**src/rtl/gf180mcu_fd_sc_mcu7t5v0__bufz_arb.sv**
```systemverilog
// Round-robin owner arbiter feeding a group of bufz tri-state drivers: one-hot EN, registered data, turnaround gap.
// Optional forced release after MAXHOLD cycles: define GF180MCU_FD_SC_MCU7T5V0__BUFZ_ARB_TIMEOUT_EN.
module gf180mcu_fd_sc_mcu7t5v0__bufz_arb #(
  parameter int NREQ    = 4,
  parameter int DW      = 8,
  parameter int TURN    = 1,
  parameter int MAXHOLD = 16
) (
  input  logic              CLK,
  input  logic              RN,
  input  logic [NREQ-1:0]   REQ,
  input  logic [NREQ*DW-1:0] DIN,
  output logic [NREQ-1:0]   GNT,
  output logic [NREQ-1:0]   EN,
  output logic [NREQ*DW-1:0] I,
  output logic              BUSY
);

  localparam int PW = $clog2(NREQ);

  typedef enum logic [1:0] {S_IDLE, S_DRIVE, S_TURN} state_t;

  if (NREQ < 2 || NREQ > 16 || TURN < 0 || TURN > 15 || MAXHOLD < 1 || MAXHOLD > 255) begin : g_param_range
    $error("bufz_arb: parameter out of range");
  end

  state_t              state, state_n;
  logic [NREQ-1:0]     gnt_p0, gnt_n;
  logic [NREQ*DW-1:0]  data_p0, data_n;
  logic                busy_p0, busy_n;
  logic [PW-1:0]       ptr, ptr_n;
  logic [PW-1:0]       owner, owner_n;
  logic [PW-1:0]       win;
  logic                found;
  logic [3:0]          tcnt, tcnt_n;
  logic                release_bus;
`ifdef GF180MCU_FD_SC_MCU7T5V0__BUFZ_ARB_TIMEOUT_EN
  logic [7:0]          hold, hold_n;
`endif

  // Round-robin search: first set request starting at ptr, wrapping modulo NREQ.
  always_comb begin
    int sum;
    logic [PW-1:0] idx;
    found = 1'b0;
    win   = '0;
    sum   = 0;
    idx   = '0;
    for (int k = 0; k < NREQ; k++) begin
      sum = int'(ptr) + k;
      if (sum >= NREQ) sum = sum - NREQ;
      idx = PW'(sum);
      if (!found && REQ[idx]) begin
        found = 1'b1;
        win   = idx;
      end
    end
  end

  always_comb begin
    state_n     = state;
    gnt_n       = gnt_p0;
    data_n      = data_p0;
    ptr_n       = ptr;
    owner_n     = owner;
    tcnt_n      = tcnt;
    release_bus = 1'b0;
`ifdef GF180MCU_FD_SC_MCU7T5V0__BUFZ_ARB_TIMEOUT_EN
    hold_n      = hold;
`endif
    case (state)
      S_IDLE: begin
        if (found) begin
          state_n                = S_DRIVE;
          owner_n                = win;
          gnt_n                  = '0;
          gnt_n[win]             = 1'b1;
          data_n                 = '0;
          data_n[win*DW +: DW]   = DIN[win*DW +: DW];
`ifdef GF180MCU_FD_SC_MCU7T5V0__BUFZ_ARB_TIMEOUT_EN
          hold_n                 = 8'd1;
`endif
        end
      end
      S_DRIVE: begin
        release_bus = !REQ[owner];
`ifdef GF180MCU_FD_SC_MCU7T5V0__BUFZ_ARB_TIMEOUT_EN
        release_bus = release_bus || (hold == 8'(MAXHOLD));
        hold_n      = hold + 8'd1;
`endif
        if (release_bus) begin
          gnt_n  = '0;
          data_n = '0;
          ptr_n  = (owner == PW'(NREQ - 1)) ? '0 : owner + 1'b1;
          if (TURN == 0) begin
            state_n = S_IDLE;
          end else begin
            state_n = S_TURN;
            tcnt_n  = 4'(TURN);
          end
        end else begin
          data_n[owner*DW +: DW] = DIN[owner*DW +: DW];
        end
      end
      S_TURN: begin
        if (tcnt <= 4'd1) begin
          state_n = S_IDLE;
          tcnt_n  = '0;
        end else begin
          tcnt_n  = tcnt - 4'd1;
        end
      end
      default: state_n = S_IDLE;
    endcase
    busy_n = (state_n != S_IDLE);
  end

  // Registered outputs: reset clears data too so the bus never sees stale values.
  always_ff @(posedge CLK) begin
    if (!RN) begin
      state   <= S_IDLE;
      gnt_p0  <= '0;
      data_p0 <= '0;
      busy_p0 <= 1'b0;
      ptr     <= '0;
      owner   <= '0;
      tcnt    <= '0;
`ifdef GF180MCU_FD_SC_MCU7T5V0__BUFZ_ARB_TIMEOUT_EN
      hold    <= '0;
`endif
    end else begin
      state   <= state_n;
      gnt_p0  <= gnt_n;
      data_p0 <= data_n;
      busy_p0 <= busy_n;
      ptr     <= ptr_n;
      owner   <= owner_n;
      tcnt    <= tcnt_n;
`ifdef GF180MCU_FD_SC_MCU7T5V0__BUFZ_ARB_TIMEOUT_EN
      hold    <= hold_n;
`endif
    end
  end

  assign GNT  = gnt_p0;
  assign EN   = gnt_p0;
  assign I    = data_p0;
  assign BUSY = busy_p0;

endmodule
```
**config.mk**
```make
export PLATFORM = sky130hd
export DESIGN_NAME = gf180mcu_fd_sc_mcu7t5v0__bufz_arb
export DESIGN_NICKNAME = d
export VERILOG_FILES = /design/src/rtl/gf180mcu_fd_sc_mcu7t5v0__bufz_arb.sv
export SDC_FILE = /design/constraint.sdc
export NUM_CORES = 1
export LEC_CHECK = 0
export CORE_UTILIZATION = 49
export DETAILED_ROUTE_END_ITERATION = 8
export GPL_TIMING_DRIVEN = 0
export HOLD_SLACK_MARGIN = 0.06
export PLACE_DENSITY = 0.81
export SLEW_MARGIN = 20
export SYNTH_ARGS = -nofsm -noshare
export SYNTH_HDL_FRONTEND = slang
export SYNTH_SLANG_ARGS = --single-unit
```
**constraint.sdc**
```tcl
create_clock -name CLK -period 2.95 [get_ports CLK]
set_clock_uncertainty 0.05 [all_clocks]
set_input_delay 0.59 -clock CLK [delete_from_list [all_inputs] [get_ports CLK]]
set_output_delay 0.59 -clock CLK [all_outputs]
set_load 0.005 [all_outputs]
```
==> impl_summary.md <==
STA
The worst relative slew slack is 42.8%. The time the worst path needs with I/O delays and setup is ~2.8 ns. Setup violations remaining at the end of the flow were counted as 0. The final period utilization is around 97%. The number of pins exceeding their max-slew limit in the final report is 0.

The number of hold violations in the final report is 0. Timing would allow up to about 0.35 GHz. The transition at the pin with the smallest max-transition slack is about 0.85 ns. Setup repair after global routing left no endpoint under its margin.

Die
Measured along the y axis, the die boundary spans 79.8 um. The initial core utilization is 52.3%. The row count is 27.

The core footprint is 5680 um2. The x dimension of the die is 79.8 um. The floorplan step defined a die boundary enclosing about 6400 um2. The I/O pin total is 79.

Min path
The startpoint identified for the worst hold timing path is EN[0]. Counting instances, the worst hold path has a depth of 2. The class of the worst hold path is reg2reg. The hold path endpoint is EN[0].

Setup path
In this run the critical register-to-register path is captured at I[24]. The critical path class is in2reg. The arrival time at the worst endpoint is between 3 and 4 ns. The setup check on the worst reg-to-reg path leaves a slack of 0.23 ns. At the worst endpoint, the required time is ~3.1 ns.

The startpoint kind of the worst setup timing path is a primary input. Tracing the worst setup path back leads to its startpoint at REQ[2]. The worst-path cell with the longest stage delay is sky130_fd_sc_hd__clkdlybuf4s50_1.

Walking the worst path, the cells encountered are clkdlybuf4s50_1 > nor2b_1 > a311oi_4 > or2_1 > buf_6 > inv_1 > ha_1 > nor2_1 > nand4_1 > buf_4 > o21ai_1. The delay of the slowest cell on the worst path is 0.62 ns. The maximum fanout encountered on the critical timing path is 13. The type of destination of the critical path is a register.

The path depth of the worst reg2reg path is 7. The startpoint identified for the worst register-to-register timing path is owner[1].

GRT
The first-pass GRT wire length is 13.8 mm. The initial antenna violation count is 0. For this run, the total global-route usage over all layers was measured as between 20 and 30%. Summed over all layers, the global routing overflow is 0. The pin count of the biggest net entering global routing is 17. The number of global-route vias before repair came to about 2900.

CTS
The clock root buffer is sky130_fd_sc_hd__clkbuf_8. CTS saw 47 sinks. The H-tree was split into 2 levels.

The cts-stage hold buffer count is 0. After clock tree synthesis, the clock-pin slew on the worst setup and hold paths is approximately 0.090 ns. The buffer depth of the longest clock path is 2. TritonCTS built the clock tree. The CTS buffer count is 5.

For the worst-skew pair, the clock arrives at the later sink with an insertion delay of 0.30 ns.

Route
The routed metal-1 wirelength is roughly 4 mm. Detailed routing placed a total of 4.13 mm of wire on met2. The detailed route wirelength on metal3 is slightly below 500 um. After detailed routing, the average wire length per cell comes to 17.5 um. The mean number of vias per cell is about 6.2.

Across all layers, the routed design uses between 3000 and 4000 vias. The highest routed metal layer is met4. After detailed routing, the number of remaining DRC violations is 0. The count of nets left with antenna violations once routing finished came out at 0. The number of DRC violations after detailed-routing iteration 0 is roughly 210.

The routed design has 8.63 mm of wire. The first-pass iteration count of the detailed router is 5.

Final layout
The number of antenna diodes in the final layout is 0. In the final design database the tool counted roughly 470 nets. After routing the design area is about 4000 um2. The area growth from synthesis to layout is 36.0%. In the final layout, the share of cells above drive strength 1 is between 10% and 20%. The fill cell total of the finished layout is between 400 and 500. The top cell types in the final layout, fill and taps aside, are sky130_fd_sc_hd__clkdlybuf4s50_1, sky130_fd_sc_hd__dfxtp_1, sky130_fd_sc_hd__o21ai_1. The library cell used most frequently in the layout, excluding fill and tap cells, is sky130_fd_sc_hd__clkdlybuf4s50_1.

Place
The number of port buffers is a little under 80. After detailed placement, the total cell area comes to approximately 3800 um2. Detailed placement finished with a half-perimeter wire length of around 6.7 mm. The final RePlAce weighted congestion is between 0.9 and 1.

Yosys
sky130_fd_sc_hd__dfxtp_1 takes more of the synthesized area than any other cell. The synthesized cell area is just under 3000 um2. The most used flip-flop cell after synthesis is sky130_fd_sc_hd__dfxtp_1. The number of nets in the synthesized netlist is approximately 380. The number of unique standard cell types used by synthesis is 45. Yosys mapped a number of flops with a built-in enable equal to 0. The proportion of register bits with asynchronous set or reset after synthesis is 0%. The portion of synthesized cell area occupied by the leading cell type is between 30% and 40%. Counting every instance in the synthesized netlist gives about 330.

By area the synthesized netlist is led by sky130_fd_sc_hd__dfxtp_1, sky130_fd_sc_hd__a22oi_1, sky130_fd_sc_hd__mux4_2. The average instance in the mapped netlist occupies slightly above 9 um2. The post-synthesis sequential area ratio is 31.7%. In this run, synthesis produced a sequential element count of 47. The Yosys step of the flow raised 0 warnings.

Pwr
The power per cell area is around 410 nW/um2. The total power of the final layout is roughly 0.0016 W. The worst IR drop on VDD is between 0.0003 and 0.0004 V. In this run the static leakage power is ~1.4 nW.

Run status
The flow ran to the end, and the final reports show no timing, DRC or antenna violations.

Flow run
The max capacitance violation total is 0.
==> area by class of cell <==
class	instances	area, um2	share of cell area (%)
multi-input combinational	245	1880	46.6
sequential	47	941	23.3
timing repair buffer	86	846	20.9
buffer	23	146	3.63
tap	72	90.1	2.23
clock buffer	5	68.8	1.70
inverter	11	41.3	1.02
clock inverter	3	23.8	0.589
==> per-stage QoR <==
step	TNS (ns)	hold slack (ns)	instances	setup slack, ns	utilization (%)
floorplan	0	0.408	326	0.279	-
global placement	-22.63	0.421	476	-0.760	67.7
detailed placement	-24.91	0.423	476	-0.850	67.7
CTS	0	0.438	490	0.000210	70.6
global route	0	0.472	492	0.00965	71.1
finish	0	0.440	492	0.103	71.1
==> flip-flops by register name (all words and copies together) (netlist names) <==
register  cells
I            32
EN            4
tcnt          4
owner         2
ptr           2
state         2
BUSY          1
==> repair_timing <==
| item | CTS | global route |
|---|---|---|
| endpoints found under the setup margin | 32 | 20 |
| pin swaps | 4 | 1 |
| buffers inserted | 6 | 2 |
| resized for setup | 5 | 5 |
==> how the worst max path moves through the flow <==
| stage | endpoint | slack [ns] | cells past startpoint |
|---|---|---|---|
| finish | I[4] | 0.10 | 11 |
| global route | I[2] | 0.01 | 12 |
| CTS | I[4] | 0.0002 | 12 |
| detailed placement | I[24] | -0.85 | 9 |
| global placement | I[31] | -0.76 | 9 |
| floorplan | I[0] | 0.28 | 9 |
==> logic make-up (layout without fill, tap and decap cells) <==
family          Yosys count  in the layout  synth area share, %
compound gates          116            116                 28.1
fa+ha+maj                14             14                 5.90
buf+inv                  34            128                 6.11
flops                    47             47                 31.7
mux                      10             10                 7.16
simple gates            105            105                 21.0
==> routing by layer <==
layer,up-vias,global-route usage [%]
met1,1460,36.7
met4,0,8.21
met5,-,0
met2,136,45.4
li1,1450,-
met3,13,4.69
==> worst max-delay path: cells and delay by family <==
family                   cells  cell delay (ns)
AO/OA/AOI/OAI                2             0.21
adder cells (fa/ha/maj)      1             0.29
buffers and inverters        4             1.12
AND/OR/NAND/NOR              4             0.80
==> cell usage after synthesis (2+ instances only) <==
cell	n
sky130_fd_sc_hd__buf_1	2
sky130_fd_sc_hd__dfxtp_1	47
sky130_fd_sc_hd__nor4_2	2
sky130_fd_sc_hd__nand2b_1	7
sky130_fd_sc_hd__or2_1	2
sky130_fd_sc_hd__o21a_1	8
sky130_fd_sc_hd__o21ai_1	32
sky130_fd_sc_hd__and4b_1	2
sky130_fd_sc_hd__ha_1	14
sky130_fd_sc_hd__or3_1	2
sky130_fd_sc_hd__nor2b_1	11
sky130_fd_sc_hd__o32ai_2	8
sky130_fd_sc_hd__nor2_1	9
sky130_fd_sc_hd__buf_2	7
sky130_fd_sc_hd__a22oi_1	31
sky130_fd_sc_hd__o22ai_1	4
sky130_fd_sc_hd__o21ai_0	4
sky130_fd_sc_hd__nor3_1	8
sky130_fd_sc_hd__nor4_1	2
sky130_fd_sc_hd__nand4_1	12
sky130_fd_sc_hd__a21oi_1	13
sky130_fd_sc_hd__nand3_1	12
sky130_fd_sc_hd__nand2_1	14
sky130_fd_sc_hd__mux4_2	9
sky130_fd_sc_hd__buf_4	4
sky130_fd_sc_hd__clkbuf_1	6
sky130_fd_sc_hd__inv_1	10
sky130_fd_sc_hd__buf_6	4
sky130_fd_sc_hd__o221ai_1	8
sky130_fd_sc_hd__o31ai_1	2
sky130_fd_sc_hd__nor3b_1	16
==> report_power, final <==
group	switching, W	internal [W]
sequential	0.0000251	0.000662
combinational	0.000300	0.000253
clock	0.000234	0.000170
total	0.000559	0.00108
Power figures use the tool's default switching activity.
